$ cat src/rtl/add8u_err_monitor.sv
`default_nettype none
// ============================================================================
// Module      : add8u_err_monitor
// Description : Streams (A, B, O) triples from an approximate adder, recomputes
//               A+B exactly and accumulates WCE, SAE, error count and sample
//               count over a programmed run. Optional squared-error sum is
//               enabled by defining ADD8U_ERRMON_MSE_EN.
// Revision    : 1.0 - initial release
// ============================================================================
module add8u_err_monitor #(
    parameter int W     = 8,
    parameter int CNT_W = 16,
    parameter int SUM_W = 24
) (
    input  logic                 clk,
    input  logic                 rst,
    input  logic                 start,
    input  logic [CNT_W-1:0]     n_samples,
    input  logic                 in_valid,
    output logic                 in_ready,
    input  logic [W-1:0]         in_a,
    input  logic [W-1:0]         in_b,
    input  logic [W:0]           in_o,
    output logic                 busy,
    output logic                 done,
    output logic [W:0]           wce,
    output logic [SUM_W-1:0]     sae,
    output logic [CNT_W-1:0]     err_cnt,
    output logic [CNT_W-1:0]     sample_cnt,
    output logic [SUM_W+W:0]     sse
);

    localparam int c_EW    = W + 1;
    localparam int c_SA_W  = ((SUM_W > c_EW) ? SUM_W : c_EW) + 1;
    localparam logic [CNT_W-1:0] c_CNT_ONE = 1;

    typedef enum logic [1:0] {
        S_IDLE  = 2'd0,
        S_RUN   = 2'd1,
        S_DRAIN = 2'd2,
        S_DONE  = 2'd3
    } state_t;

    state_t             r_state;
    state_t             w_state_nxt;
    logic               w_done_nxt;
    logic               w_start_ok;
    logic               w_accept;
    logic [CNT_W-1:0]   w_acc_inc;

    logic               r_done;
    logic [CNT_W-1:0]   r_target;
    logic [CNT_W-1:0]   r_acc_cnt;
    logic               r_s1_valid;
    logic [W:0]         r_err;
    logic [W:0]         r_wce;
    logic [SUM_W-1:0]   r_sae;
    logic [CNT_W-1:0]   r_err_cnt;
    logic [CNT_W-1:0]   r_sample_cnt;

    logic [W+1:0]       w_diff;
    logic [W:0]         w_err;
    logic [c_SA_W-1:0]  w_sae_sum;

    // Exact sum minus approximate result in W+2 bits; the MSB is the sign.
    assign w_diff = {2'b00, in_a} + {2'b00, in_b} - {1'b0, in_o};
    assign w_err  = w_diff[W+1] ? c_EW'(-w_diff) : w_diff[W:0];

    assign in_ready   = (r_state == S_RUN) && (r_acc_cnt < r_target);
    assign w_accept   = in_valid && in_ready;
    assign w_acc_inc  = r_acc_cnt + c_CNT_ONE;
    assign w_start_ok = start && ((r_state == S_IDLE) || (r_state == S_DONE));

    assign w_sae_sum  = c_SA_W'(r_sae) + c_SA_W'(r_err);

    always_comb begin
        w_state_nxt = r_state;
        case (r_state)
            S_IDLE, S_DONE: begin
                if (start) begin
                    w_state_nxt = (n_samples == '0) ? S_DONE : S_RUN;
                end
            end
            S_RUN: begin
                if (w_accept && (w_acc_inc == r_target)) begin
                    w_state_nxt = S_DRAIN;
                end
            end
            S_DRAIN: w_state_nxt = S_DONE;
            default: w_state_nxt = S_IDLE;
        endcase
        // A zero-length restart from DONE must pulse done again.
        w_done_nxt = (w_state_nxt == S_DONE) && ((r_state != S_DONE) || w_start_ok);
    end

    always_ff @(posedge clk) begin
        if (rst) begin
            r_state      <= S_IDLE;
            r_done       <= 1'b0;
            r_target     <= '0;
            r_acc_cnt    <= '0;
            r_s1_valid   <= 1'b0;
            r_err        <= '0;
            r_wce        <= '0;
            r_sae        <= '0;
            r_err_cnt    <= '0;
            r_sample_cnt <= '0;
        end else begin
            r_state    <= w_state_nxt;
            r_done     <= w_done_nxt;
            r_s1_valid <= w_accept;
            if (w_accept) begin
                r_err <= w_err;
            end
            if (w_start_ok) begin
                r_target     <= n_samples;
                r_acc_cnt    <= '0;
                r_wce        <= '0;
                r_sae        <= '0;
                r_err_cnt    <= '0;
                r_sample_cnt <= '0;
            end else begin
                if (w_accept) begin
                    r_acc_cnt <= w_acc_inc;
                end
                if (r_s1_valid) begin
                    if (r_err > r_wce) begin
                        r_wce <= r_err;
                    end
                    if (|w_sae_sum[c_SA_W-1:SUM_W]) begin
                        r_sae <= '1;
                    end else begin
                        r_sae <= w_sae_sum[SUM_W-1:0];
                    end
                    if (r_err != '0) begin
                        r_err_cnt <= r_err_cnt + c_CNT_ONE;
                    end
                    r_sample_cnt <= r_sample_cnt + c_CNT_ONE;
                end
            end
        end
    end

`ifdef ADD8U_ERRMON_MSE_EN
    localparam int c_SSE_W = SUM_W + W + 1;
    localparam int c_SQ_W  = 2 * c_EW;
    localparam int c_SQA_W = ((c_SSE_W > c_SQ_W) ? c_SSE_W : c_SQ_W) + 1;

    logic [c_SSE_W-1:0] r_sse;
    logic [c_SQ_W-1:0]  w_sq;
    logic [c_SQA_W-1:0] w_sse_sum;

    assign w_sq      = c_SQ_W'(r_err) * c_SQ_W'(r_err);
    assign w_sse_sum = c_SQA_W'(r_sse) + c_SQA_W'(w_sq);

    always_ff @(posedge clk) begin
        if (rst) begin
            r_sse <= '0;
        end else if (w_start_ok) begin
            r_sse <= '0;
        end else if (r_s1_valid) begin
            if (|w_sse_sum[c_SQA_W-1:c_SSE_W]) begin
                r_sse <= '1;
            end else begin
                r_sse <= w_sse_sum[c_SSE_W-1:0];
            end
        end
    end

    assign sse = r_sse;
`else
    assign sse = '0;
`endif

    assign busy       = (r_state == S_RUN) || (r_state == S_DRAIN);
    assign done       = r_done;
    assign wce        = r_wce;
    assign sae        = r_sae;
    assign err_cnt    = r_err_cnt;
    assign sample_cnt = r_sample_cnt;

endmodule
`default_nettype wire

$ cat config.mk
export PLATFORM = sky130hd
export DESIGN_NAME = add8u_err_monitor
export DESIGN_NICKNAME = d
export VERILOG_FILES = /design/src/rtl/add8u_err_monitor.sv
export SDC_FILE = /design/constraint.sdc
export NUM_CORES = 1
export LEC_CHECK = 0
export ABC_AREA = 1
export BUFFER_PORTS_ARGS = -buffer_cell sky130_fd_sc_hd__buf_2
export CORE_ASPECT_RATIO = 1.25
export CORE_MARGIN = 1
export CORE_UTILIZATION = 30
export DETAILED_ROUTE_END_ITERATION = 8
export GPL_ROUTABILITY_DRIVEN = 1
export PLACE_DENSITY_LB_ADDON = 0.1
export SETUP_SLACK_MARGIN = 0.05
export SLEW_MARGIN = 25
export SYNTH_ARGS = -nofsm -noshare
export SYNTH_HDL_FRONTEND = slang
export SYNTH_SLANG_ARGS = --single-unit
$ cat constraint.sdc
create_clock -name clk -period 3.4 [get_ports clk]
set_input_delay 0 -clock clk [delete_from_list [all_inputs] [get_ports clk]]
set_output_delay 0 -clock clk [all_outputs]
set_load 0.01 [all_outputs]
==> results by group <==
Place
  – Number of buffers inserted by port buffering: 112
  – Final GP Congestion: a little under 0.8
  – Post-placement cell area: 8070 um^2
  – Detailed placer's ending HPWL: 14410 um
  – Minimum setup slack after placement: 0.8971 ns
  – Dpl cells: 1471

Clocking
  – Htree depth: 3
  – Clock transition at the registers of the reported paths: 0.08 ns
  – Clock insertion delay at the later pin of the skew report: roughly 0.36 ns
  – TritonCTS clock tree: built
  – Number of buffers created by CTS: 9
  – Resized cells post-CTS: 0
  – Root buffer cell: sky130_fd_sc_hd__clkbuf_16
  – Deepest clock path buffer count: 2
  – Number of hold-repair buffers added at the cts stage: 16
  – TritonCTS sink count: 110
  – Post-CTS setup-driven buffer insertion count: 0

Min path
  – Type of the most critical hold path: in2reg
  – Endpoint with the worst hold slack: r_target[2]
  – Number of stages on the worst hold path: 3
  – Start point of the worst min-delay path: n_samples[2]

Cells and area
  – Multi-input gate area in the final layout: between 4000 and 5000 um^2
  – Area added between synthesis and finish: 17.17%
  – Number of nets in the layout: 1278
  – Final non-filler cell area: approximately 8500 um^2
  – Total of fill cells in the finished design: 2575
  – Antenna diode count: 0
  – Most common cell after layout, fill and taps aside: sky130_fd_sc_hd__nand2_1
  – Storage element area: 2202 um^2
  – Share of layout cells above drive strength 1: around 13%
  – Number of cells in the finished layout apart from fillers: ~1500
  – Most frequent cells in the layout: sky130_fd_sc_hd__nand2_1, sky130_fd_sc_hd__inv_1, sky130_fd_sc_hd__buf_2
  – Final standard cell utilization of the core: 35.88%

Worst setup path
  – Count of cells along the worst register-to-register path: 10
  – Master of the slowest instance on the critical path: sky130_fd_sc_hd__dfxtp_1
  – Data arrival time of the critical path: approximately 2.8 ns
  – Worst path cell trace: ha_1 -> a21oi_1 -> o21ai_0 -> a21oi_1 -> nand3_1 -> nor2_4 -> buf_4 -> o21ai_0 -> o21bai_1 -> inv_1
  – Data required time of the worst path: approximately 3.7 ns
  – Biggest fanout along the worst timing path: 20
  – Reg-to-Reg End: r_err[6]
  – Setup crit start: r_acc_cnt[9]
  – Slowest stage delay, CP: around 0.44 ns
  – Critical path startpoint category: register
  – Sort of element at the end of the critical path: register
  – Register-to-register path setup slack: 0.95 ns
  – Worst R2R Start: r_acc_cnt[9]
  – Critical path class: reg2reg

Detailed routing
  – Met2 wirelength from detailed routing: 9295 um
  – Number of iterations in the first detailed-routing pass: 4
  – Met3 layer wire length in the routed design: roughly 660 um
  – Via count normalized by instance count: 4.560
  – Drt total wl: 18880 um
  – Post-route antenna net violation count: 0
  – Highest Signal Layer: met4
  – Via Count: approximately 6900
  – M1 wire length: between 8000 and 9000 um
  – # DRC: 0
  – Detailed Route Iter0 Violations: 284
  – Detail-routed net length per standard cell: 12.56 um

Floorplan
  – Row Count: 63
  – Effective utilization at floorplan: 30.62%
  – Die boundary height: 176.0 um
  – Area of the core region: 23730 um^2
  – Count of boundary I/O pins: 146
  – Total Die Area: 24850 um^2
  – Die W: approximately 140 um

Synthesis
  – Number of flops mapped to enable cells by yosys: 0
  – Most instantiated flip-flop cell in the synthesis netlist: sky130_fd_sc_hd__dfxtp_1
  – Yosys reg bits: 110
  – Fraction of registers with async set or reset after synthesis: 0%
  – Seq/Total Area, Yosys: 30.31%
  – Average cell area after synthesis: 6.913 um^2
  – Post-synthesis instance total: about 1100
  – Distinct cell type count after synthesis: between 40 and 50
  – Mapped cell area: 7266 um^2
  – Number of warnings issued by yosys: 0

STA
  – Final count of hold timing violations: 0
  – Headroom to the max-slew limit: 43.33%
  – Summed negative setup slack over all endpoints: 0 ns
  – Worst Tran Pin Value: 0.8491 ns
  – Final cycle utilization of the critical path: a little over 70%
  – RSZ-0062 raised after global routing: false
  – Final number of max-transition violations: 0
  – Maximum clock skew at final layout: 0.01284 ns
  – Minimum setup slack in the final design: 0.9515 ns
  – Clock period minus final worst setup slack: 2.448 ns
  – Highest achievable clock rate: 408.4 MHz
  – Number of setup violations in the final report: 0

Power
  – Leakage power: 0.004121 uW
  – Power per Cell Area: 527.0 nW/um^2
  – Largest vdd supply drop: 0.0002982 V

Global routing
  – Largest net degree at the start of global routing: 61
  – Number of global-route vias before repair: 6492
  – Total global routing overflow: 0
  – Antenna violations before repair: 0
  – Wire length of the first global-routing pass: roughly 31000 um
  – GRT Resource Usage Total: 15.57%

Outcome
  – Result of the run: complete, no violations

Flow run
  – # Max-Cap Violations: 0
how the worst max path moves through the flow:
stage                         endpoint  cells after the start
after floorplan               r_err[8]                     18
after global placement        r_err[5]                     14
after detailed placement      r_err[5]                     14
after CTS                     r_err[6]                     10
after global routing      r_acc_cnt[4]                     12
final                         r_err[6]                     10
power by group:
group / leakage [uW] / switching (uW) / internal (uW)
clock: 0.000136 / 549 / 514
combinational: 0.00309 / 1140 / 641
sequential: 0.000892 / 181 / 1460
total: 0.00412 / 1870 / 2620
sequential cells by signal (all words and copies together), names as in the netlist:
| register | cells |
|---|---|
| done | 1 |
| err_cnt | 16 |
| r_acc_cnt | 16 |
| r_err | 9 |
| r_s1_valid | 1 |
| r_state | 2 |
| r_target | 16 |
| sae | 24 |
| sample_cnt | 16 |
| wce | 9 |
through the flow:
step | hold WS, ns | total power, uW
2_1_floorplan | 0.07238 | 2967
3_3_place_gp | 0.2975 | 3471
3_5_place_dp | 0.2929 | 3468
4_1_cts | 0.02558 | 4574
5_1_grt | 0.05126 | 4910
6_report | 0.06249 | 4486
cell type report:
type | instances | share of cell area, %
well taps | 325 | 4.777
clock buffers | 10 | 2.690
inverters | 169 | 7.451
clock inverters | 6 | 0.6320
multi-input cells | 750 | 49.68
repair buffers | 133 | 8.907
flip-flops and latches | 110 | 25.87
synth_stat cells (all sizes together) (7+ instances only):
| cell type | instances | area [um^2] |
|---|---|---|
| ha | 51 | 638.1 |
| nand4 | 25 | 162.6 |
| xor2 | 18 | 157.7 |
| buf | 35 | 256.5 |
| nand3 | 58 | 295.3 |
| nor3 | 25 | 140.1 |
| nand2 | 203 | 779.5 |
| a21oi | 98 | 490.5 |
| a31oi | 8 | 50.05 |
| dfxtp | 110 | 2202 |
| xnor2 | 7 | 61.31 |
| o21ai | 90 | 450.4 |
| fa | 9 | 180.2 |
| clkbuf | 19 | 71.32 |
| inv | 169 | 634.4 |
| nor4 | 8 | 50.05 |
| nor2 | 79 | 347.8 |
cell families (layout without fill, tap and decap cells):
family          after synthesis  in the layout  share of synthesized area [%]
buf+inv                     223            318                          13.24
other cells                   1             33                        0.05161
compound gates              218            218                          16.17
fa+ha+maj                    60             60                          11.26
xor+xnor                     25             25                          3.014
simple gates                414            414                          25.95
flops                       110            110                          30.31
per-layer routing:
| metal | vias up | GRT usage [%] |
|---|---|---|
| met3 | 17 | 2.197 |
| li1 | 3647 | - |
| met4 | 0 | 4.212 |
| met2 | 126 | 28.28 |
| met5 | - | 0 |
| met1 | 3064 | 19.01 |
worst max-delay path: cells and delay by family (launching register included):
family,cells,cell delay [ns]
buf+inv,2,0.35
fa+ha+maj,1,0.28
simple gates,2,0.54
flops,1,0.44
compound gates,5,0.79
(Power assumes the default switching activity.)
